## config.mk

```make
export PLATFORM = sky130hd
export DESIGN_NAME = adc_offset_calibrator
export DESIGN_NICKNAME = d
export VERILOG_FILES = /design/src/rtl/adc_offset_calibrator.sv
export SDC_FILE = /design/constraint.sdc
export NUM_CORES = 1
export LEC_CHECK = 0
export CORE_ASPECT_RATIO = 1.1
export CORE_MARGIN = 5
export CORE_UTILIZATION = 55
export CTS_CLUSTER_DIAMETER = 100
export DETAILED_ROUTE_END_ITERATION = 8
export PLACE_DENSITY = 0.84
export SKIP_LAST_GASP = 1
export SLEW_MARGIN = 25
export SYNTH_ARGS = -nofsm -noshare
export SYNTH_HDL_FRONTEND = slang
export SYNTH_SLANG_ARGS = --single-unit
```

## constraint.sdc

```tcl
create_clock -name clk -period 2.1 [get_ports clk]
set_input_delay 0.42 -clock clk [delete_from_list [all_inputs] [get_ports clk]]
set_output_delay 0.42 -clock clk [all_outputs]
set_load 0.01 [all_outputs]
```

## src/rtl/adc_offset_calibrator.sv

```systemverilog
// Averages 2^LOG2_N calibration samples and emits a saturated offset = TARGET - average.
// Latency: offset/sat/done update one cycle after the Nth accepted sample; sample gaps stall the run.
module adc_offset_calibrator #(
    parameter int          LOG2_N = 4,
    parameter logic [9:0]  TARGET = 10'd512
) (
    input  logic       clk,
    input  logic       rst_n,
    input  logic       start,
    input  logic       abort,
    input  logic       sample_valid,
    input  logic [9:0] sample,
    output logic [9:0] offset,
    output logic       busy,
    output logic       done,
    output logic       sat
);
    localparam int ACC_W = 10 + LOG2_N;
    localparam int CNT_W = LOG2_N + 1;
    localparam int N     = 1 << LOG2_N;
    localparam logic [CNT_W-1:0] LAST = CNT_W'(N - 1);

    typedef enum logic [1:0] {IDLE, ACCUM, COMPUTE} state_t;

    state_t             state;
    logic [ACC_W-1:0]   acc;
    logic [CNT_W-1:0]   cnt;

    logic [9:0]         avg;
    logic signed [10:0] diff;
    logic [9:0]         offset_nxt;
    logic               sat_nxt;

    // Dropping the low LOG2_N bits is the truncating divide by N.
    assign avg = acc[ACC_W-1:LOG2_N];

    always_comb begin
        diff       = $signed({1'b0, TARGET}) - $signed({1'b0, avg});
        offset_nxt = diff[9:0];
        sat_nxt    = 1'b0;
        if (diff > 11'sd511) begin
            offset_nxt = 10'h1FF;
            sat_nxt    = 1'b1;
        end else if (diff < -11'sd512) begin
            offset_nxt = 10'h200;
            sat_nxt    = 1'b1;
        end
    end

    always_ff @(posedge clk) begin
        if (!rst_n) begin
            state  <= IDLE;
            acc    <= '0;
            cnt    <= '0;
            offset <= '0;
            sat    <= 1'b0;
            busy   <= 1'b0;
            done   <= 1'b0;
        end else begin
            done <= 1'b0;
            case (state)
                IDLE: begin
                    if (start && !abort) begin
                        state <= ACCUM;
                        acc   <= '0;
                        cnt   <= '0;
                        busy  <= 1'b1;
                    end
                end
                ACCUM: begin
                    if (abort) begin
                        state <= IDLE;
                        busy  <= 1'b0;
                    end else if (sample_valid) begin
                        acc <= acc + {{LOG2_N{1'b0}}, sample};
                        cnt <= cnt + CNT_W'(1);
                        if (cnt == LAST)
                            state <= COMPUTE;
                    end
                end
                COMPUTE: begin
                    state <= IDLE;
                    busy  <= 1'b0;
                    // An abort landing on the compute cycle still discards the result.
                    if (!abort) begin
                        offset <= offset_nxt;
                        sat    <= sat_nxt;
                        done   <= 1'b1;
                    end
                end
                default: begin
                    state <= IDLE;
                    busy  <= 1'b0;
                end
            endcase
        end
    end
endmodule

```

==> metrics <==
final setup fails=0; Hold Buf Count CTS=0; Rel. slew slack=0.7090; worst endpoint required time=2.32 ns; die outline width=69.61 um; CTS buffer count=5; fin crit period=2.015 ns; hold path start=offset[9]; critical path type=input pin to flip-flop; synthesized instance count=253; Root Buffer=clkbuf_8; Slew @ Worst Pin=0.4355 ns; CP max stage delay=0.41 ns; core area=3712 sq um; CTS tree=built; setup slack after layout=0.08493 ns; dominant cells by area after synthesis=dfxtp_1 32%, ha_1 8.1%, a21oi_1 4.4%; first-pass GRT wire length=9853 um; Simple-Gate Fraction of Synth Area=0.2567; vias in the first global route=2222; Post-synth top cells=34 x dfxtp_1, 19 x a21oi_1, 16 x nand2_1, 16 x nor2_1; Sink Count=34; antenna diode count=0; FF-to-FF Start=acc[0]; post-synthesis cell area=2150 sq um; Clock Tree Buf Depth=2; post-synthesis compound-gate area fraction=0.2427; sequential share of the synthesized area=0.3166; largest area contributor in the netlist=dfxtp_1; overall fraction of global-route tracks in use=0.2364; TritonRoute pass-1 iters=4; antenna violations before repair=0; CP Depth=8; max_cap viols=0; post-route ant nets=0; Final Util=0.7850; layout cells sized above 1=0.2026; average size of a mapped cell=8.496 sq um; fraction of registers with async set/reset=0; Leak=1.173 nW; Area Overhead vs Synth=35.56%; die area=5260 sq um; Seq pwr share=0.413; final hold vios=0; power share of the clock group=0.474; Die Y=75.57 um; worst-path maximum fanout=3; status=finished, final reports clean; slowest cell on the critical path=clkdlybuf4s50_1; initial core utilization=0.5790; 1st-iter DRT viols=155; Synth top area share=0.3166; worst vdd ir=0.0002971 V; switching power=342.4 uW; crit start category=input pin; largest net degree at the start of global routing=16; combinational power share=0.114; routability cong.=0.8854; largest family of logic cells by synthesized area=simple AND/OR/NAND/NOR gates; post-synthesis mux area share=0.02445; CP Launch Point=sample[6]; drc violations=0; path depth of the worst reg2reg path=9; post-synthesis adder-cell area fraction=0.09080; fin. max-slew vios=0; Worst setup EP type=flip-flop; I/O pin count=28; final WL=5729 um; worst clock skew=0.007689 ns; Synth Register Bits=34; worst-path cell chain=clkdlybuf4s50_1 > ha_1 > buf_4 > o21ai_0 > a211oi_2 > o31ai_4 > a21oi_2 > mux2i_1; Post-Synth XOR/XNOR Area=0.02852; class of the worst hold path=flip-flop to flip-flop; critical path data arrival time=2.23 ns; CP delay by family, top=compound AO/OA/AOI/OAI gates; number of I/O port buffers=27; sw frac=0.2156; vias per cell=6.097; clock latency at the later pin of the worst-skew pair=0.29 ns; syn nets=283; HPWL after DPL=4227 um; # rows=23; cell depth of the worst hold path=2; via count=2201; fmax=496.3 MHz; # fillers=244; Synth Warn #=0; GR Overflow Total=0; CP Buf/Inv Count=2; ys flop type=dfxtp_1; internal power=1.246 mW; RSZ-0062 raised after global routing=false; Clock Pin Slew Worst Setup and Hold Paths=0.07 ns; number of enable flip-flop cells after synthesis=0; most numerous cell in the Yosys netlist=dfxtp_1; nets=340; post-synth cell types=50; hold_ws=0.4854 ns; final worst path period share=0.9596; H-tree levels=2; pre-CTS setup slack=-0.3727 ns; pwr dens=545.0 nW/um^2; drt wl/cell=15.87 um
[metal layers]
| metal | routed length, um | GRT usage |
|---|---|---|
| met1 | 2294 | 0.2451 |
| met2 | 2998 | 0.4576 |
| met3 | 278 | 0.05013 |
| met4 | 157 | 0.1215 |
| met5 | 0 | 0 |
[path summary, 6_finish.rpt]
check / end / slack (ns)
min reg2reg: offset[9] / 0.49
max: acc[10] / 0.08
max reg2reg: acc[10] / 0.08
min: offset[9] / 0.49
[tightest hold or removal path, delay by kind of cell, from the launching register on]
family	cells	cell delay [ns]
simple gates	1	0.06
compound gates	1	0.07
flops	1	0.31
[cells in the final DEF, fill, tap and decap left out, types with 4 or more instances in the layout]
cell,count
a21oi_1,18
and2_1,4
buf_4,34
clkbuf_8,6
clkdlybuf4s50_1,23
dfxtp_1,34
ha_1,10
inv_1,7
nand2_1,16
nand3_1,14
nand4_1,6
nor2_1,16
nor2b_1,10
nor3_1,7
nor3b_1,4
o211ai_1,5
o21ai_0,14
o221a_1,4
xor2_1,4
[sequential cells by signal, indices dropped and copies added (netlist names)]
register,count
done,1
cnt,5
state,2
busy,1
acc,14
sat,1
offset,10
[power by group through the flow]
stage / combinational, mW / sequential [mW] / clock (mW)
detailed placement: 0.170 / 0.670 / 0
floorplan: 0.0897 / 0.670 / 0
finish: 0.180 / 0.656 / 0.752
global route: 0.199 / 0.656 / 0.789
global placement: 0.164 / 0.669 / 0
CTS: 0.176 / 0.655 / 0.760
[through the flow]
step	power (mW)	instances	setup TNS [ns]	instance area, sq um
2_1_floorplan	0.7593	253	0	2150
3_3_place_gp	0.8335	350	-2.092	2659
3_5_place_dp	0.8401	350	-2.885	2659
4_1_cts	1.592	361	0	2884
5_1_grt	1.644	361	0	2914
6_report	1.588	361	0	2914
[timing repair]
action | 4_1_cts | 5_1_grt
setup buffers | 3 | 0
resized for setup | 15 | 4
endpoints found under the setup margin | 4 | 7
pin swaps | 9 | 0
[cell type report]
class,instances,area [sq um],area share
inverters,8,30.03,0.01030
flip-flops and latches,34,680.7,0.2336
multi-input cells,200,1474,0.5058
repair buffers,61,524.3,0.1799
clock inverters,2,60.06,0.02061
well taps,50,62.56,0.02147
clock buffers,6,82.58,0.02834
[cells by family after synthesis]
kind of cell | count (synthesis)
XOR/XNOR | 7
AO/OA/AOI/OAI | 75
multiplexers | 5
flip-flops | 34
adder cells (fa/ha/maj) | 15
AND/OR/NAND/NOR | 98
buffers and inverters | 19
No activity file was read; power rests on OpenSTA's default activity.
